**src/rtl/uart_tx_fifo.sv**
```systemverilog
// uart_tx_fifo: byte FIFO in front of a UART transmitter.
// A small sequencer drains it over the tx_start/tx_ready handshake.
module uart_tx_fifo #(
    parameter int DEPTH  = 16,
    parameter int ADDR_W = $clog2(DEPTH)
) (
    input  logic              clk,
    input  logic              rst,
    input  logic [7:0]        wr_data,
    input  logic              wr_en,
    output logic              full,
    output logic              empty,
    output logic [ADDR_W:0]   count,
    output logic              overflow,
    output logic [7:0]        tx_data,
    output logic              tx_start,
    input  logic              tx_ready
);

    typedef enum logic [1:0] {
        IDLE,
        START,
        WAIT_BUSY,
        WAIT_DONE
    } state_t;

    localparam logic [ADDR_W:0] FULL_CNT = (ADDR_W+1)'(DEPTH);

    state_t            state;
    state_t            state_nxt;
    logic [7:0]        mem [DEPTH];
    logic [ADDR_W-1:0] wr_ptr;
    logic [ADDR_W-1:0] rd_ptr;
    logic [ADDR_W:0]   count_nxt;
    logic              wr_ok;
    logic              pop;

    // Decisions use registered full/empty, so a write into an empty
    // FIFO cannot be popped on the same edge.
    assign wr_ok = wr_en && !full;
    assign pop   = (state == IDLE) && !empty && tx_ready;

    always_ff @(posedge clk) begin
        if (wr_ok) begin
            mem[wr_ptr] <= wr_data;
        end
    end

    always_comb begin
        count_nxt = count;
        unique case ({wr_ok, pop})
            2'b10:   count_nxt = count + 1'b1;
            2'b01:   count_nxt = count - 1'b1;
            default: count_nxt = count;
        endcase
    end

    always_comb begin
        state_nxt = state;
        unique case (state)
            IDLE:      if (pop) state_nxt = START;
            START:     state_nxt = WAIT_BUSY;
            WAIT_BUSY: if (!tx_ready) state_nxt = WAIT_DONE;
            WAIT_DONE: if (tx_ready) state_nxt = IDLE;
        endcase
    end

    always_ff @(posedge clk or posedge rst) begin
        if (rst) begin
            state    <= IDLE;
            wr_ptr   <= '0;
            rd_ptr   <= '0;
            count    <= '0;
            full     <= 1'b0;
            empty    <= 1'b1;
            overflow <= 1'b0;
            tx_data  <= 8'h00;
            tx_start <= 1'b0;
        end else begin
            state    <= state_nxt;
            tx_start <= (state_nxt == START);
            overflow <= wr_en && full;
            count    <= count_nxt;
            full     <= (count_nxt == FULL_CNT);
            empty    <= (count_nxt == '0);
            if (wr_ok) begin
                wr_ptr <= wr_ptr + 1'b1;
            end
            if (pop) begin
                rd_ptr  <= rd_ptr + 1'b1;
                tx_data <= mem[rd_ptr];
            end
        end
    end

endmodule
```
**config.mk**
```make
export PLATFORM = sky130hd
export DESIGN_NAME = uart_tx_fifo
export DESIGN_NICKNAME = d
export VERILOG_FILES = /design/src/rtl/uart_tx_fifo.sv
export SDC_FILE = /design/constraint.sdc
export NUM_CORES = 1
export LEC_CHECK = 0
export CAP_MARGIN = 20
export CORE_MARGIN = 4
export CORE_UTILIZATION = 40
export CTS_BUF_LIST = sky130_fd_sc_hd__clkbuf_16
export CTS_CLUSTER_SIZE = 25
export DETAILED_ROUTE_END_ITERATION = 12
export HOLD_SLACK_MARGIN = 0.1
export PLACE_DENSITY_LB_ADDON = 0.3
export SYNTH_ARGS = -nofsm -noshare
export SYNTH_HDL_FRONTEND = slang
export SYNTH_SLANG_ARGS = --single-unit
```
**constraint.sdc**
```tcl
create_clock -name clk -period 3.2 [get_ports clk]
set_input_delay 0.64 -clock clk [delete_from_list [all_inputs] [get_ports clk]]
set_output_delay 0.64 -clock clk [all_outputs]
set_load 0.05 [all_outputs]
```
Word-level counts from Yosys, hierarchy flattened:

Memories as Yosys holds them, arrays and structs flattened. A register that Yosys moved wholly into a read port is not among the register bits.
Cells that the tools add are included.

* output and inout bits: 17
* bits in latches: 0
* RAM bits: 128
* memories: 1
* input bits: 12
* memory bits (read-only): 0
* logic and storage cells: 35
* bits in registers: 19

Memory list
* mem: words 16, bits a word 8, read ports 1, clocked after Yosys merged registers in 1, wr ports 1, RTL line 31 `logic [7:0] mem [DEPTH];`

* shifts and indexed selects: 0
* mux-type cells: 7
* $add $sub $neg: 4
* equality and inequality tests: 7
* divide/modulo/power cells: 0
* bitwise operators: 0
* reduce and logical (&&, ||, !) cells: 8
* multipliers: 0
* magnitude comparators: 0

Operators with widths (number)
* case mux 5 bit (2 select lines): 1
* adder 4 x 1 -> 4 bit (second input constant): 2
* case mux 2 bit (4 select lines): 1
* equality test 2 x 1 -> 1 bit (second input constant): 3
* equality test 2 bit (second input constant): 3
* 2-to-1 mux 2 bit: 3
* adder 5 x 1 -> 5 bit (second input constant): 1
* equality test 5 bit (second input constant): 1
* logical NOT 5 bit: 1
* subtractor 5 x 1 -> 5 bit (second input constant): 1
* logical AND 1 bit: 4
* logical NOT 1 bit: 2
* logical NOT 2 bit: 1
* 2-to-1 mux 1 bit: 2

Depth between registers and ports, before layout:

Gate-level depths: netlist of the first run.

* word-level depth: 6
* depth in mapped cells: 12
* mapped depth without buffers: 11

Worst setup path after synthesis of the first run:

Ideal clock, no wire load.

* kind: input to register
* from: input port wr_en
* to: register full
* arrival time: 2711 ps
* required time: 3112 ps
* path buffers: 2
* setup slack: 401 ps
* stages: 12
* cell sequence: nor2b_1 clkbuf_1 inv_1 ha_1 buf_2 xor2_1 ha_1 o21ai_0 a21oi_1 a2111oi_2 xor2_1 nor3b_1

* word-level cells in the longest chain between the ends: 4
* elaborated cells between the ends (all ways): 5

RTL lines
* start, declared: RTL line 10 `input logic wr_en,`
* logical AND 1 bit (*): RTL line 40 `assign wr_ok = wr_en && !full;`
* equality test 2 x 1 -> 1 bit or equality test 2 bit (tied branches): RTL line 51 `unique case ({wr_ok, pop})`
* case mux 5 bit (2 select lines) (*): RTL line 51
* named net count_nxt[4]: RTL line 34 `logic [ADDR_W:0] count_nxt;`
* equality test 5 bit (*): RTL line 84 `full <= (count_nxt == FULL_CNT);`
* end signal, assigned: RTL line 84
* end, declared: RTL line 11 `output logic full,`

The timed path passes the listed nets; every way through them passes the cells marked *.
A chain may end at the register's enable or synchronous reset.

Final worst setup path of the first run:

Same ends and word-level chain as after synthesis.

==> impl_metrics.csv, run 1 <==
group,metric,value,unit
critical_path,critPathRequiredTime,3.53,ns
cells_and_area,final_cell_mix,"edfxtp_1 (128), clkdlybuf4s50_1 (28), dfrtp_1 (25), mux2_2 (21), buf_4 (21)",
timing,setup_ws,0.458,ns
logic_synthesis,syn_avg_cell_area,17.3,µm²
logic_synthesis,synth_nets,383,
route,wl,12100,µm
clock_tree,cts_root_buf,"clkbuf_16",
cells_and_area,syn2layout_area_growth,20.4,%
cells_and_area,final_common_cell,"edfxtp_1",
cells_and_area,instances_no_fill,639,
global_route,grt_pass1_wl,19000,µm
route,wl_per_cell,18.9,µm
critical_path,slowest_stage,"clkdlybuf4s50_1",
cells_and_area,num-fill-cells,1297,
critical_path,ff2ff_path_depth,10,
timing,worst_pin_slew,1.02,ns
clock_tree,ctsResizeCount,0,
placed_design,post-dp-hpwl,7540,µm
clock_tree,post_cts_buffers,0,
die,die_y,133,µm
placed_design,dp_cells,606,
cells_and_area,n_antenna_cell,0,
status,status,"finished clean",
cells_and_area,drive_above_1_share,0.227,
clock_tree,numCtsBuffers,17,
critical_path,r2r_slack,0.74,ns
logic_synthesis,synth_top_cells_by_area,"edfxtp_1 (61%), dfrtp_1 (10%), mux4_2 (7.2%)",
logic_synthesis,syn-instance-count,363,
clock_tree,cts_tree,"yes",
timing,hold_viol,0,
critical_path,worstPathCellList,"clkdlybuf4s50_1 -> nor2b_1 -> inv_1 -> ha_1 -> xor2_1 -> ha_1 -> o21ai_0 -> a21oi_1 -> a2111oi_2 -> xor2_1 -> nor3b_1",
global_route,grt_max_degree,42,
route,via_per_inst,5.14,
logic_synthesis,yosysTopAreaCellShare,0.612,
placed_design,io_buffers,28,
critical_path,cp.arrival,3.07,ns
route,ant_nets,0,
die,die_w,133,µm
critical_path,critPathCaptureType,"register",
timing,relSlewSlack,0.319,
route,drt_first_pass_iters,5,
logic_synthesis,netlist-cell-type-count,38,
clock_tree,cts_hold_buffers,0,
timing,skew,0.00662,ns
critical_path,start_kind,"input port",
timing,rsz0062_at_grt,"no",
critical_path,critPathKind,"in2reg",
clock_tree,path_clk_slew,0.06,ns
global_route,track_usage,0.144,
die,core,0.0153,mm²
clock_tree,clockBufferDepth,2,
die,num_rows,45,
die,initial_core_util,0.410,
logic_synthesis,async_flop_share,0.174,
timing,fin_tns_setup,0,ns
cells_and_area,fin_nets,435,
global_route,gr-total-overflow,0,
critical_path,path_max_fanout,4,
clock_tree,clock_sinks,155,
route,route.detailed.drc,0,
logic_synthesis,synth_seq_cells,155,
cells_and_area,fin_util,0.494,
critical_path,max_stage_delay,0.47,ns
die,ios,29,
global_route,grt_pass1_vias,3414,
placed_design,postPlaceCellArea,0.00692,mm²
timing,fin_crit_sh,0.857,
placed_design,place_ws,0.0592,ns
placed_design,gp_congestion,0.806,
route,vias,3286,
power,power_density,927,mW/mm²
timing,slew_violations,0,
logic_synthesis,ys_seq_area_frac,0.719,
power,ir_drop,0.709,mV
min_path,hold_class,"in2async",
logic_synthesis,syn_area,0.00628,mm²
clock_tree,htreeDepth,4,
logic_synthesis,synth_top_cell_by_area,"edfxtp_1",
global_route,antenna_found_initial,0,
logic_synthesis,synth-main-ff-cell,"edfxtp_1",
logic_synthesis,synth_edf_count,128,
power,p_leak,2.66,nW
route,drt-initial-drc-count,243,
timing,setup_violations,0,
clock_tree,clock_latency,0.42,ns
timing,period_needed,2.74,ns
flow_run,maxCapViolCount,0,
die,design.die.area,0.0178,mm²
timing,fmax,365,MHz
cells_and_area,finalInstanceArea,0.00757,mm²
logic_synthesis,yosysWarnings,0,
power breakdown:
part | total [mW] | switching (mW) | internal, mW
Sequential | 2.81 | 0.301 | 2.51
Clock | 2.10 | 0.789 | 1.31
Combinational | 2.10 | 1.14 | 0.964
Total | 7.01 | 2.23 | 4.78
critical path: cells and delay by family:
family | cells | cell delay (ns)
AO/OA/AOI/OAI | 3 | 0.58
AND/OR/NAND/NOR | 2 | 0.42
adder cells (fa/ha/maj) | 2 | 0.46
XOR/XNOR | 2 | 0.42
buffers and inverters | 2 | 0.56
cells by family after synthesis:
family,Yosys count,share of synthesized area
flops,155,0.719
simple gates,63,0.0486
mux,55,0.132
compound gates,46,0.0506
buf+inv,25,0.0185
xor+xnor,11,0.0153
fa+ha+maj,8,0.0159
cells in the mapped netlist (3+ instances only):
cell type and count:
inv_1 7, o21bai_1 6, mux4_2 20, mux2i_1 14, edfxtp_1 128, xor2_1 4
a221o_1 8, nor2b_1 4, nor2_1 20, a21oi_1 9, nand2b_1 3, xnor2_1 7
o22ai_1 6, mux2_2 21, nor3_1 12, ha_1 8, nand2_1 13, dfrtp_1 26
clkbuf_1 8, buf_2 6, o21ai_0 11
state kept, by name, indices dropped and copies added, names as in the netlist:
signal / count
mem: 128
tx_data: 8
count: 5
rd_ptr: 4
wr_ptr: 4
state: 2
empty: 1
full: 1
overflow: 1
tx_start: 1
through the flow:
| stage | power (mW) | hold WS, ns |
|---|---|---|
| final | 7.01 | 0.473 |
| after global routing | 7.39 | 0.489 |
| after CTS | 7.09 | 0.501 |
| after detailed placement | 4.97 | 0.488 |
| after global placement | 4.92 | 0.490 |
| after floorplan | 4.35 | 0.467 |
worst paths after layout:
check,from,end
max,wr_en,full
min,rst,state[1]
max reg2reg,empty,full
min reg2reg,rd_ptr[3],rd_ptr[3]
max in group asynchronous,rst,empty
min in group clk,rd_ptr[3],rd_ptr[3]
final cells by class:
cell class / instances / area, µm² / share of cell area
clock inverter: 15 / 196 / 0.0260
multi-input combinational: 183 / 1650 / 0.218
sequential: 155 / 4520 / 0.598
timing repair buffer: 51 / 485 / 0.0642
tap: 211 / 264 / 0.0349
clock buffer: 17 / 425 / 0.0562
inverter: 7 / 26.3 / 0.00347
routing by layer:
metal / share of wire / vias up / global-route usage
met5: 0 / - / 0
li1: - / 1519 / -
met3: 0.045 / 12 / 0.0465
met2: 0.49 / 77 / 0.229
met4: 0.012 / 0 / 0.0451
met1: 0.45 / 1678 / 0.191
Power figures use the tool's default switching activity.
==> run 2: changes to the inputs <==
--- a/config.mk
+++ b/config.mk
@@ -5,7 +5,9 @@
 export SDC_FILE = /design/constraint.sdc
 export NUM_CORES = 1
 export LEC_CHECK = 0
+export ABC_AREA = 0
 export CAP_MARGIN = 20
+export CORE_ASPECT_RATIO = 0.75
 export CORE_MARGIN = 4
 export CORE_UTILIZATION = 40
 export CTS_BUF_LIST = sky130_fd_sc_hd__clkbuf_16
==> run 2 against run 1 <==
Effect of this change: total power decreased by 1.4%; fmax rose by 0.53%; cell area fell by 0.53%.
==> impl_metrics.csv, run 2 (synthesized netlist as in run 1, its figures left out) <==
group,metric,value,unit
status,status,"finished clean",
route,via_per_inst,5.19,
route,ant_nets,0,
timing,fmax,367,MHz
route,wl_per_cell,19.1,µm
die,num_rows,39,
clock_tree,clockBufferDepth,2,
global_route,track_usage,0.144,
cells_and_area,drive_above_1_share,0.235,
critical_path,r2r_slack,0.75,ns
cells_and_area,final_common_cell,"edfxtp_1",
placed_design,post-dp-hpwl,7700,µm
timing,skew,0.0153,ns
global_route,gr-total-overflow,0,
clock_tree,post_cts_buffers,0,
global_route,grt_max_degree,48,
route,drt_first_pass_iters,4,
power,ir_drop,0.468,mV
clock_tree,htreeDepth,4,
flow_run,maxCapViolCount,0,
critical_path,cp.arrival,3.06,ns
timing,fin_tns_setup,0,ns
clock_tree,cts_hold_buffers,0,
cells_and_area,top_regs,"mem x128, tx_data x8, count x5",
clock_tree,ctsResizeCount,0,
placed_design,dp_cells,603,
clock_tree,cts_tree,"yes",
timing,slew_violations,0,
die,design.die.area,0.0178,mm²
timing,hold_viol,0,
cells_and_area,largest_reg_flops,128,
placed_design,io_buffers,28,
timing,fin_crit_sh,0.852,
power,p_leak,2.63,nW
cells_and_area,regMostFlops,"mem",
timing,relSlewSlack,0.406,
cells_and_area,syn2layout_area_growth,19.8,%
critical_path,start_kind,"input port",
route,wl,12100,µm
route,drt-initial-drc-count,218,
min_path,hp-start,"count[4]",
clock_tree,numCtsBuffers,17,
global_route,grt_pass1_wl,19000,µm
timing,period_needed,2.73,ns
clock_tree,cts_root_buf,"clkbuf_16",
global_route,grt_pass1_vias,3349,
global_route,antenna_found_initial,0,
power,power_density,918,mW/mm²
die,die_y,117,µm
die,core,0.0153,mm²
timing,worst_pin_slew,0.891,ns
critical_path,regToRegEndpoint,"full",
cells_and_area,fin_util,0.491,
route,route.detailed.drc,0,
global_route,grt.busiest_layer,"met2",
global_route,grt_util_met2,0.226,
clock_tree,path_clk_slew,0.06,ns
timing,setup_violations,0,
timing,rsz0062_at_grt,"no",
critical_path,critPathCaptureType,"register",
critical_path,timing.rr.start,"empty",
die,die_w,153,µm
cells_and_area,fin_nets,437,
min_path,hold_class,"reg2reg",
min_path,hold_depth,1,
critical_path,path_max_fanout,4,
global_route,use_met1,0.194,
die,initial_core_util,0.410,
cells_and_area,instances_no_fill,635,
min_path,hold_end,"count[4]",
critical_path,critPathRequiredTime,3.53,ns
timing,fin_hold_ws,0.503,ns
global_route,grt_util_met3,0.0404,
critical_path,critPathKind,"in2reg",
critical_path,ff2ff_path_depth,10,
critical_path,startpoint,"wr_en",
die,ios,29,
cells_and_area,num-fill-cells,1300,
placed_design,gp_congestion,0.814,
route,vias,3298,
clock_tree,clock_sinks,155,
cells_and_area,n_antenna_cell,0,
cells_and_area,final_cell_mix,"edfxtp_1 (128), clkdlybuf4s50_1 (28), dfrtp_1 (25), buf_4 (23), mux2_2 (21)",
clock_tree,clock_latency,0.42,ns
-- run 2: cell types whose count changed in the layout (fill, tap and decap cells not counted), moves of 2 or more --
cell | previous run | this run
inv_6 | 3 | 5
inv_8 | 1 | 3
bufinv_16 | 4 | 1
buf_4 | 21 | 23
clkinvlp_4 | 0 | 2
-- run 2: worst max-delay path by stage --
stage | cells past startpoint | slack, ns | end
floorplan | 12 | 0.40 | full
global placement | 11 | 0.17 | full
detailed placement | 11 | 0.04 | full
CTS | 11 | 0.46 | full
global route | 11 | 0.31 | full
finish | 11 | 0.47 | full
-- run 2: cell type report --
class                   count  area [µm²]  area share
flip-flops and latches    155        4520       0.601
multi-input cells         183        1650       0.219
repair buffers             53         493      0.0655
clock buffers              17         425      0.0565
well taps                 205         256      0.0341
clock inverters            15         156      0.0208
inverters                   7        26.3     0.00349
-- run 2: critical path, cell delays in order --
cell and delay, ns:
clkdlybuf4s50_1 0.47, nor2b_1 0.18, inv_1 0.09, ha_1 0.24, xor2_1 0.17, ha_1 0.23, o21ai_0 0.17, a21oi_1 0.08
a2111oi_2 0.31, xor2_1 0.26, nor3b_1 0.22
-- run 2: per-stage QoR --
step	cell area, µm²	worst slack [ns]	power, mW
6_report	7530	0.472	6.91
3_3_place_gp	6940	0.167	4.96
2_1_floorplan	6280	0.401	4.35
5_1_grt	7530	0.308	7.27
4_1_cts	7530	0.458	6.98
3_5_place_dp	6940	0.0434	5.01
-- run 2: routing by layer --
layer | routed length (µm) | vias to the layer above
met2 | 5740 | 81
met5 | 0 | -
met4 | 119 | 0
met3 | 732 | 11
met1 | 5530 | 1672
li1 | - | 1534
-- run 2: power by group --
group	internal (mW)	switching, mW	leakage [nW]	total, mW
Sequential	2.51	0.248	1.49	2.76
Clock	1.10	0.857	0.285	1.96
Combinational	0.991	1.20	0.862	2.19
Total	4.60	2.31	2.63	6.91
